==> src/rtl/fetch_pkg.sv <==
// fetch_pkg: shared state encoding and instruction field positions for instr_fetch.
package fetch_pkg;
  typedef enum logic [1:0] {IDLE, FETCH, EXEC, HALTED} state_t;
  localparam int OPC_MSB = 8;
  localparam int OPC_LSB = 6;
  localparam int FUNCT_MSB = 5;
  localparam int FUNCT_LSB = 3;
  localparam logic [2:0] OP_BRANCH = 3'b010;
  localparam logic [2:0] FN_BR = 3'b000;
  localparam logic [2:0] FN_BEZ = 3'b001;
endpackage

==> src/rtl/instr_fetch_if.sv <==
// instr_fetch_if: ROM, Control and host-side signals of the fetch unit.
interface instr_fetch_if #(
  parameter int PC_W = 10,
  parameter int INSTR_W = 9,
  parameter int CNT_W = 16
);
  logic start;
  logic [PC_W-1:0] start_addr;
  logic [PC_W-1:0] instr_addr;
  logic [INSTR_W-1:0] instr_data;
  logic [2:0] opcode;
  logic [2:0] funct;
  logic instr_valid;
  logic branch;
  logic branch_cond;
  logic halt;
  logic zero;
  logic [PC_W-1:0] branch_target;
  logic [PC_W-1:0] pc;
  logic done;
  logic [CNT_W-1:0] instr_count;
  logic [CNT_W-1:0] cycle_count;
  modport master (
    input start, start_addr, instr_data, branch, branch_cond, halt, zero, branch_target,
    output instr_addr, opcode, funct, instr_valid, pc, done, instr_count, cycle_count
  );
  modport slave (
    output start, start_addr, instr_data, branch, branch_cond, halt, zero, branch_target,
    input instr_addr, opcode, funct, instr_valid, pc, done, instr_count, cycle_count
  );
endinterface

==> src/rtl/instr_fetch_sat_counter.sv <==
// sat_counter: counter that sticks at all-ones; clear has priority over enable.
module sat_counter #(
  parameter int W = 16
) (
  input  logic         clk,
  input  logic         rst_n,
  input  logic         en,
  input  logic         clr,
  output logic [W-1:0] q
);
  always_ff @(posedge clk or negedge rst_n)
    if (!rst_n) q <= '0;
    else if (clr) q <= '0;
    else if (en && !(&q)) q <= q + 1'b1;
endmodule

==> src/rtl/instr_fetch.sv <==
// instr_fetch: PC owner and two-cycle FETCH/EXEC sequencer feeding Control.
module instr_fetch import fetch_pkg::*; #(
  parameter int PC_W = 10,
  parameter int INSTR_W = 9,
  parameter int CNT_W = 16
) (
  input logic           clk,
  input logic           rst_n,
  instr_fetch_if.master bus
);
  state_t state, state_n;
  logic [PC_W-1:0] pc, pc_n;
  logic [INSTR_W-1:0] instr;
  logic done, done_n, accept, taken, in_exec, unused_bits;
  assign instr = bus.instr_data;
  assign in_exec = state == EXEC;
  assign accept = (state == IDLE || state == HALTED) && bus.start;
  assign taken = bus.branch && (!bus.branch_cond || bus.zero);
  always_ff @(posedge clk or negedge rst_n)
    if (!rst_n) begin
      state <= IDLE;
      pc <= '0;
      done <= 1'b0;
    end else begin
      state <= state_n;
      pc <= pc_n;
      done <= done_n;
    end
  // Control outputs only matter in EXEC, so halt/branch are never looked at elsewhere.
  always_comb begin
    state_n = state;
    pc_n = pc;
    done_n = done;
    case (state)
      IDLE, HALTED: if (bus.start) begin
        state_n = FETCH;
        pc_n = bus.start_addr;
        done_n = 1'b0;
      end
      FETCH: state_n = EXEC;
      EXEC: if (bus.halt) begin
        state_n = HALTED;
        done_n = 1'b1;
      end else begin
        state_n = FETCH;
        pc_n = taken ? bus.branch_target : pc + 1'b1;
      end
      default: state_n = IDLE;
    endcase
  end
  assign bus.pc = pc;
  assign bus.instr_addr = pc;
  assign bus.done = done;
  assign bus.instr_valid = in_exec;
  assign bus.opcode = in_exec ? instr[OPC_MSB:OPC_LSB] : 3'b000;
  assign bus.funct = in_exec ? instr[FUNCT_MSB:FUNCT_LSB] : 3'b000;
  assign unused_bits = ^instr[FUNCT_LSB-1:0];
  sat_counter #(.W(CNT_W)) u_instr_cnt (
    .clk(clk), .rst_n(rst_n), .en(in_exec), .clr(accept), .q(bus.instr_count)
  );
  sat_counter #(.W(CNT_W)) u_cycle_cnt (
    .clk(clk), .rst_n(rst_n), .en(state == FETCH || in_exec), .clr(accept), .q(bus.cycle_count)
  );
endmodule

==> src/flat_wrapper.sv <==
// flat-port wrapper written by rule: the top's interface ports become plain ports
module instr_fetch_flat import fetch_pkg::*;
#(
  parameter int PC_W = 10,
  parameter int INSTR_W = 9,
  parameter int CNT_W = 16
)
  (clk, rst_n, bus_start, bus_start_addr, bus_instr_data, bus_branch, bus_branch_cond, bus_halt, bus_zero, bus_branch_target, bus_instr_addr, bus_opcode, bus_funct, bus_instr_valid, bus_pc, bus_done, bus_instr_count, bus_cycle_count);
  instr_fetch_if #(.PC_W(PC_W), .INSTR_W(INSTR_W), .CNT_W(CNT_W)) bus_i ();
  input logic clk;
  input logic rst_n;
  input wire logic [$bits(bus_i.start)-1:0] bus_start;
  input wire logic [$bits(bus_i.start_addr)-1:0] bus_start_addr;
  input wire logic [$bits(bus_i.instr_data)-1:0] bus_instr_data;
  input wire logic [$bits(bus_i.branch)-1:0] bus_branch;
  input wire logic [$bits(bus_i.branch_cond)-1:0] bus_branch_cond;
  input wire logic [$bits(bus_i.halt)-1:0] bus_halt;
  input wire logic [$bits(bus_i.zero)-1:0] bus_zero;
  input wire logic [$bits(bus_i.branch_target)-1:0] bus_branch_target;
  output wire logic [$bits(bus_i.instr_addr)-1:0] bus_instr_addr;
  output wire logic [$bits(bus_i.opcode)-1:0] bus_opcode;
  output wire logic [$bits(bus_i.funct)-1:0] bus_funct;
  output wire logic [$bits(bus_i.instr_valid)-1:0] bus_instr_valid;
  output wire logic [$bits(bus_i.pc)-1:0] bus_pc;
  output wire logic [$bits(bus_i.done)-1:0] bus_done;
  output wire logic [$bits(bus_i.instr_count)-1:0] bus_instr_count;
  output wire logic [$bits(bus_i.cycle_count)-1:0] bus_cycle_count;
  assign bus_i.start = bus_start;
  assign bus_i.start_addr = bus_start_addr;
  assign bus_i.instr_data = bus_instr_data;
  assign bus_i.branch = bus_branch;
  assign bus_i.branch_cond = bus_branch_cond;
  assign bus_i.halt = bus_halt;
  assign bus_i.zero = bus_zero;
  assign bus_i.branch_target = bus_branch_target;
  assign bus_instr_addr = bus_i.instr_addr;
  assign bus_opcode = bus_i.opcode;
  assign bus_funct = bus_i.funct;
  assign bus_instr_valid = bus_i.instr_valid;
  assign bus_pc = bus_i.pc;
  assign bus_done = bus_i.done;
  assign bus_instr_count = bus_i.instr_count;
  assign bus_cycle_count = bus_i.cycle_count;
  instr_fetch #(.PC_W(PC_W), .INSTR_W(INSTR_W), .CNT_W(CNT_W)) u_core (.clk(clk), .rst_n(rst_n), .bus(bus_i));
endmodule
==> config.mk <==
export PLATFORM = sky130hd
export DESIGN_NAME = instr_fetch_flat
export DESIGN_NICKNAME = d
export VERILOG_FILES = /design/src/rtl/fetch_pkg.sv /design/src/rtl/instr_fetch_if.sv /design/src/rtl/instr_fetch_sat_counter.sv /design/src/rtl/instr_fetch.sv /design/src/flat_wrapper.sv
export SDC_FILE = /design/constraint.sdc
export NUM_CORES = 1
export LEC_CHECK = 0
export ABC_AREA = 1
export ABC_CLOCK_PERIOD_IN_PS = 1730
export BUFFER_PORTS_ARGS = -buffer_cell sky130_fd_sc_hd__clkbuf_2
export CAP_MARGIN = 0
export CELL_PAD_IN_SITES_DETAIL_PLACEMENT = 1
export CELL_PAD_IN_SITES_GLOBAL_PLACEMENT = 2
export CORE_MARGIN = 3
export CORE_UTILIZATION = 27
export DETAILED_ROUTE_END_ITERATION = 8
export PLACE_DENSITY_LB_ADDON = 0.15
export SETUP_SLACK_MARGIN = 0.1
export SLEW_MARGIN = 5
export SYNTH_ARGS = -nofsm -noshare
export SYNTH_HDL_FRONTEND = slang
export SYNTH_HIERARCHICAL = 1
export SYNTH_SLANG_ARGS = --single-unit
export TNS_END_PERCENT = 30
==> constraint.sdc <==
create_clock -name clk -period 1.73 [get_ports clk]
set_input_delay 0.0865 -clock clk [delete_from_list [all_inputs] [get_ports clk]]
set_output_delay 0.0865 -clock clk [all_outputs]
set_load 0.05 [all_outputs]
==> reports/qor.csv, run 1 <==
metric,value,unit
track_usage,16.80,%
drt_iter0_drc,82,
dieWidth,113.3,um
clock_latency,0.29,ns
antenna_found_initial,0,
hold_ws,0.08700,ns
clock_sinks,45,
syn-num-nets,500,
ir_drop,0.9083,mV
worst-setup-path-type,reg2reg,
fmax,0.6244,GHz
cap_violations,0,
layout.nets,609,
final.setup.tns,0,ns
timing.final.crit_share,92.57,%
slew_headroom,61.71,%
ys_seq_elements,45,
top_usage_layer,met2,
synth_cell_type_count,33,
critPathArrivalTime,1.78,ns
io_buffers,92,
grt_use_met3,2.888,%
yosysWarnings,6,
core_area,0.01103,mm^2
netlist_area,0.003110,mm^2
grt_max_degree,46,
drive_gt1_share,34.97,%
gp_congestion,0.7767,
fp.dieH,113.3,um
n_fill_cell,1412,
multi_input_area,0.001765,mm^2
leakagePower,2.047,nW
min_period,1.602,ns
crit_top_cell,a21oi_1,
clock_path_buffers,2,
cts_buffers,5,
cts_tree,built,
wl_per_cell,14.40,um
globalRouteMet2Util,28.55,%
detail-route-antenna-nets,0,
cpPeakStageDelay,0.41,ns
syn_inst,459,
n_antenna_cell,0,
grt_pass1_wl,17730,um
syn_area_per_cell,6.777,um^2
syn_to_final_growth,36.24,%
routed_via_density,4.676,
cp_slowest_cell,dfrtp_1,
status,"complete, no violations",
tightestPinTransition,0.5730,ns
worstSetupEndpointType,flip-flop,
htreeDepth,2,
cts_root_buf,clkbuf_16,
finalPower,7.001,mW
setup_viol,0,
clk_pin_slew,0.07,ns
yosysSeqAreaShare,36.20,%
remaining_drc_errors,0,
path_max_fanout,7,
grtUsageMet1,22.35,%
grt_pass1_vias,3609,
die-area,0.01284,mm^2
critPathLaunchType,flip-flop,
cp_cell_sequence,inv_2 > ha_4 > buf_6 > inv_4 > o21ai_4 > nand2_4 > buf_4 > a21oi_1 > a21oi_1,
power.density,1652,mW/mm^2
seq_area,0.001134,mm^2
cp.required,1.91,ns
vias,3315,
num_rows,38,
dpl.hpwl,7357,um
finClkSkew,0.009732,ns
start_util,28.20,%
ios,96,
wirelength,10210,um
hold_viol_final,0,
slew_violations,0,
rsz0062_at_grt,yes,
gr-total-overflow,0,
worstHoldPathType,in2reg,
first_pass_iters,4,
## flip-flops by register name, summed over array words and instances (netlist names)
name,count
u_core/u_cycle_cnt/q,16
u_core/u_instr_cnt/q,16
u_core/bus.instr_addr,10
u_core/state,2
u_core/bus.done,1
## placed cells by master (no fill, tap or decap), types with 2 or more instances in the layout
cell	count
a21oi_1	23
a21oi_2	7
buf_12	2
buf_4	23
buf_6	4
clkbuf_16	5
clkbuf_2	86
clkbuf_8	6
clkinvlp_4	7
dfrtp_1	39
dfrtp_2	6
ha_1	3
ha_4	2
inv_1	37
inv_2	4
inv_4	4
nand2_1	133
nand2_2	8
nand2_4	2
nand3_1	37
nand3_2	3
nand3b_1	4
nand4_1	12
nor2_1	47
nor2_2	13
nor2_4	7
nor3_1	4
o21ai_0	16
o21ai_1	2
o21ai_4	2
o21bai_1	2
or2_2	3
xnor2_1	6
## where the power goes
group	switching (mW)	internal (mW)	total [mW]
Clock	0.442	0.576	1.02
Sequential	0.351	1.29	1.64
Combinational	2.98	1.36	4.34
## cell type report
class	instances	share of cell area (%)
Clock buffer	6	3.277
Tap cell	140	4.133
Multi-Input combinational cell	341	41.66
Clock inverter	2	0.3248
Inverter	54	5.757
Sequential cell	45	26.75
Timing Repair Buffer	121	18.10
## logic make-up (layout without fill, tap and decap cells)
logic type	Yosys count	in the layout	synth area share [%]
buffers and inverters	73	183	11.06
xor gates and xnor gates	7	7	1.971
DFF	45	45	36.20
adders and majority gates	5	5	2.011
AOI/OAI and AO/OA	56	56	10.02
and+or+nand+nor	273	273	38.74
## routing by layer
metal | vias up | wire, um
met5 | - | 0
li1 | 1665 | -
met4 | 0 | 96
met1 | 1581 | 4809
met2 | 63 | 4908
met3 | 6 | 396
## critical path: cells and delay by family, from the launching register on
kind / cells / cell delay (ns)
AOI/OAI and AO/OA: 3 / 0.37
adders and majority gates: 1 / 0.20
buffers and inverters: 4 / 0.40
and+or+nand+nor: 1 / 0.11
DFF: 1 / 0.41
## path summary, 6_finish.rpt
kind,start,to,slack [ns],depth (start not counted)
setup / recovery,u_core/state[0],u_core/bus.instr_addr[6],0.13,9
hold / removal,bus_start_addr[2],u_core/bus.instr_addr[2],0.09,3
setup reg to reg,u_core/state[0],u_core/bus.instr_addr[6],0.13,9
hold reg to reg,u_core/u_cycle_cnt/q[1],u_core/u_cycle_cnt/q[1],0.52,2
max in group asynchronous,rst_n,u_core/u_instr_cnt/q[0],1.15,3
min in group asynchronous,rst_n,u_core/u_instr_cnt/q[6],0.32,3
## per-stage QoR
step	area, um^2	utilization (%)	cells	worst slack, ns
6_report	4238	38.42	709	0.1285
5_1_grt	4238	38.42	709	0.04970
4_1_cts	4051	36.73	699	0.06044
3_5_place_dp	3771	34.19	685	-0.006339
3_3_place_gp	3771	34.19	685	0.07574
2_1_floorplan	3151	-	459	0.05911
## synthesized netlist by cell type
library cell  instances  area, um^2
a21oi_1              29       145.1
a21oi_2               1       8.760
a22oi_2               1       12.51
buf_2                 2       10.01
buf_4                11       82.58
buf_6                 3       33.78
clkbuf_1              3       11.26
clkinv_1              2       7.510
clkinv_2              1       5.000
dfrtp_1              45        1126
ha_1                  5       62.56
inv_1                46       172.7
inv_2                 4       15.01
inv_4                 1       6.260
nand2_1             138       518.0
nand2_2               5       31.28
nand3_1              39       195.2
nand3_2               1       10.01
nand3b_1              4       30.03
nand4_1              12       75.07
nor2_1               57       214.0
nor2_2                4       25.02
nor2_4                6       67.56
nor3_1                4       20.02
o211ai_1              1       7.510
o21ai_0              16       80.08
o21ai_1               2       10.01
o21ai_2               3       26.28
o21bai_1              2       15.01
o22ai_1               1       6.260
or2_2                 3       18.77
xnor2_1               6       52.55
xor2_1                1       8.760
## timing repair
action                                 CTS  global route
setup buffers                            5            11
endpoints found under the hold margin   45             0
hold buffers                             1             0
pin swaps                                1            16
setup endpoints to repair               35            48
gates resized for setup                 20            37
Power figures use the tool's default switching activity.
==> run 2: changes to the inputs <==
RECOVER_POWER = 100   (was default)
==> reports/qor.csv, run 2 (synthesis results as in run 1) <==
metric,value,unit
setup_viol,0,
core_area,0.01103,mm^2
grt_pass1_vias,3609,
worstSetupEndpointType,flip-flop,
layout_common_cells,"133 x nand2_1, 53 x clkbuf_1, 47 x nor2_1, 40 x dfrtp_1",
status,"complete, no violations",
dieWidth,113.3,um
layout.nets,609,
path_max_fanout,7,
min_period,1.602,ns
routed_via_density,4.683,
start_util,28.20,%
grt_max_degree,46,
finClkSkew,0.009952,ns
rsz0062_at_grt,yes,
dpl.hpwl,7357,um
cap_violations,0,
rrSetupSlack,0.13,ns
slew_headroom,25.69,%
io_buffers,92,
track_usage,16.80,%
drt_iter0_drc,79,
cts_buffers,5,
antenna_found_initial,0,
first_pass_iters,4,
fmax,0.6240,GHz
ios,96,
layout.cells.most_common,nand2_1,
drive_gt1_share,25.48,%
wl_per_cell,14.44,um
power.density,1663,mW/mm^2
grt_pass1_wl,17730,um
leakagePower,1.870,nW
slew_violations,0,
vias,3320,
n_antenna_cell,0,
critPathLaunchType,flip-flop,
hold_viol_final,0,
detail-route-antenna-nets,0,
reg2regPathDepth,9,
clock_latency,0.29,ns
htreeDepth,2,
cp.required,1.91,ns
fp.dieH,113.3,um
critPathArrivalTime,1.78,ns
worst-setup-path-type,reg2reg,
cts_root_buf,clkbuf_16,
syn_to_final_growth,33.43,%
cts_tree,built,
min_path_cells,3,
die-area,0.01284,mm^2
remaining_drc_errors,0,
ir_drop,0.8740,mV
layout.cells.non_filler,709,
timing.final.crit_share,92.63,%
tightestPinTransition,1.115,ns
n_fill_cell,1418,
worstHoldPathType,in2reg,
num_rows,38,
clock_sinks,45,
wirelength,10240,um
gp_congestion,0.7767,
dp.cells,685,
clock_path_buffers,2,
final.setup.tns,0,ns
gr-total-overflow,0,
clk_pin_slew,0.07,ns
-- run 2: path summary, 6_finish.rpt --
path                                            end               startpoint
hold / removal             u_core/bus.instr_addr[2]        bus_start_addr[2]
setup reg to reg           u_core/bus.instr_addr[6]          u_core/state[0]
setup / recovery           u_core/bus.instr_addr[6]          u_core/state[0]
max in group asynchronous   u_core/u_cycle_cnt/q[6]                    rst_n
min in group asynchronous   u_core/u_instr_cnt/q[6]                    rst_n
hold reg to reg             u_core/u_cycle_cnt/q[1]  u_core/u_cycle_cnt/q[1]
-- run 2: cell type report --
class	count	area, um^2	share of cell area [%]
Clock buffer	6	138.9	3.346
Tap cell	140	175.2	4.221
Inverter	54	241.5	5.819
Clock inverter	2	13.76	0.3316
Sequential cell	45	1132	27.28
Multi-Input combinational cell	341	1765	42.54
Timing Repair Buffer	121	683.2	16.46
-- run 2: power breakdown --
group	internal [mW]	total, mW	switching [mW]
Combinational	1.27	4.24	2.97
Clock	0.576	1.02	0.443
Sequential	1.29	1.64	0.349
-- run 2: routing by layer --
metal | GRT usage, % | wire length (um)
met2 | 28.55 | 4895
met4 | 3.766 | 96
met3 | 2.888 | 425
met5 | 0 | 0
met1 | 22.35 | 4822
-- run 2: timing repair --
item / in CTS / in global routing
hold buffers: 1 / 0
endpoints found under the setup margin: 35 / 48
gates resized for setup: 20 / 37
hold endpoints to repair: 45 / 0
pin swaps: 1 / 16
setup buffers: 5 / 11
-- run 2: through the flow --
stage	total power, mW	worst slack [ns]	hold slack, ns	utilization [%]	instance area (um^2)
after floorplan	4.586	0.05911	-0.2091	-	3151
after global placement	5.457	0.07574	0.1025	34.19	3771
after detailed placement	5.526	-0.006339	0.1070	34.19	3771
after CTS	6.799	0.06044	0.09072	36.73	4051
after global routing	7.468	0.02354	0.1005	37.62	4150
final	6.902	0.1275	0.08746	37.62	4150
-- run 2: worst max-delay path, cell delays in order (launching register included) --
cell and delay (ns):
dfrtp_1 0.41, inv_2 0.08, ha_4 0.20, buf_6 0.12, inv_4 0.03, o21ai_4 0.17
nand2_4 0.11, buf_4 0.17, a21oi_1 0.12, a21oi_1 0.08
==> run 3: changes to the inputs <==
CAP_MARGIN = 10   (was 0)
MAX_ROUTING_LAYER = met4   (was default)
==> reports/qor.csv, run 3 (synthesis results as in run 1) <==
metric,value,unit
antenna_found_initial,0,
start_util,28.20,%
grt_pass1_vias,3600,
layout.nets,609,
wl_per_cell,14.42,um
hold_viol_final,0,
grt_max_degree,46,
n_fill_cell,1420,
cts_tree,built,
remaining_drc_errors,0,
switching_share,54.61,%
critPathArrivalTime,1.78,ns
pre_cts_ws,-0.006339,ns
io_buffers,92,
fp.dieH,113.3,um
die-area,0.01284,mm^2
dr_wl_met2,4865,um
slew_headroom,25.61,%
dieWidth,113.3,um
cap_violations,0,
finClkSkew,0.006580,ns
worstHoldPathType,in2reg,
clock_latency,0.29,ns
dp.cells,685,
clock_path_buffers,2,
tightestPinTransition,1.116,ns
gp_congestion,0.7873,
rsz0062_at_grt,yes,
num_rows,38,
power_switching,3.771,mW
vias,3311,
comb_power_share,61.4,%
drive_gt1_share,25.48,%
detail-route-antenna-nets,0,
clock_sinks,45,
gr-total-overflow,0,
cp.required,1.89,ns
share_seq_of_total_power,23.8,%
timing.final.crit_share,93.44,%
htreeDepth,2,
setup_viol,0,
core_area,0.01103,mm^2
internal_power,3.135,mW
syn_to_final_growth,33.43,%
critPathLaunchType,flip-flop,
drt_iter0_drc,92,
setup_ws,0.1135,ns
power.density,1664,mW/mm^2
grt_pass1_wl,17720,um
finalPower,6.906,mW
n_antenna_cell,0,
dpl.hpwl,7357,um
final.setup.tns,0,ns
ios,96,
wirelength_met1,4878,um
met3WireLength,384,um
leakagePower,1.870,nW
ir_drop,0.8735,mV
worst-setup-path-type,reg2reg,
first_pass_iters,4,
slew_violations,0,
worstSetupEndpointType,flip-flop,
cts_buffers,5,
clk_pin_slew,0.07,ns
fmax,0.6186,GHz
status,"complete, no violations",
layout_common_cells,"133 x nand2_1, 53 x clkbuf_1, 47 x nor2_1, 40 x dfrtp_1",
min_period,1.617,ns
track_usage,17.29,%
wirelength,10220,um
cts_root_buf,clkbuf_16,
clock_power_share,14.8,%
dr.max_layer_used,met4,
routed_via_density,4.670,
path_max_fanout,13,
layout.cells.non_filler,709,
layout.cells.most_common,nand2_1,
run 3: worst max-delay path, stage by stage, from the launching register on:
cell	delay [ns]
dfrtp_1	0.40
inv_2	0.06
ha_4	0.20
buf_6	0.13
inv_4	0.05
buf_2	0.31
o21ai_0	0.18
nand2_1	0.08
o21ai_0	0.07
run 3: power groups by stage:
| stage | Sequential (mW) | Combinational, mW | Clock (mW) |
|---|---|---|---|
| 2_1_floorplan | 2.26 | 2.32 | 0 |
| 3_3_place_gp | 1.65 | 3.81 | 0 |
| 3_5_place_dp | 1.66 | 3.87 | 0 |
| 4_1_cts | 1.64 | 4.09 | 1.07 |
| 5_1_grt | 1.70 | 4.64 | 1.12 |
| 6_report | 1.64 | 4.24 | 1.02 |
run 3: layer usage:
| layer | GRT usage, % | up-vias |
|---|---|---|
| li1 | - | 1668 |
| met4 | 3.766 | 0 |
| met2 | 28.52 | 65 |
| met5 | - | - |
| met1 | 22.51 | 1572 |
| met3 | 2.674 | 6 |
run 3: area by class of cell:
type,instances,area [um^2],area share (%)
Clock inverter,2,13.76,0.3316
Clock buffer,6,138.9,3.346
Inverter,54,241.5,5.819
Tap cell,140,175.2,4.221
Sequential cell,45,1132,27.28
Timing Repair Buffer,121,683.2,16.46
Multi-Input combinational cell,341,1765,42.54
run 3: final timing paths:
| path | from | endpoint | slack (ns) | cells past startpoint |
|---|---|---|---|---|
| max | u_core/state[0] | u_core/bus.done | 0.11 | 8 |
| min | bus_start_addr[2] | u_core/bus.instr_addr[2] | 0.08 | 3 |
| max reg2reg | u_core/state[0] | u_core/bus.done | 0.11 | 8 |
| min reg2reg | u_core/u_cycle_cnt/q[1] | u_core/u_cycle_cnt/q[1] | 0.52 | 2 |
| max in group asynchronous | rst_n | u_core/u_cycle_cnt/q[6] | 0.33 | 3 |
| min in group asynchronous | rst_n | u_core/u_instr_cnt/q[6] | 0.64 | 3 |
run 3: per-stage QoR:
step | utilization (%) | instance area [um^2] | hold WS, ns
after floorplan | - | 3151 | -0.2091
after global routing | 37.62 | 4150 | 0.1005
after global placement | 34.19 | 3771 | 0.1025
final | 37.62 | 4150 | 0.08493
after detailed placement | 34.19 | 3771 | 0.1070
after CTS | 36.73 | 4051 | 0.09072
run 3: timing repair:
item	CTS	global route
pin swaps	1	16
gates cloned	0	0
setup endpoints to repair	35	48
hold buffers	1	0
gates resized for setup	20	37
endpoints found under the hold margin	45	0
setup buffers	5	11
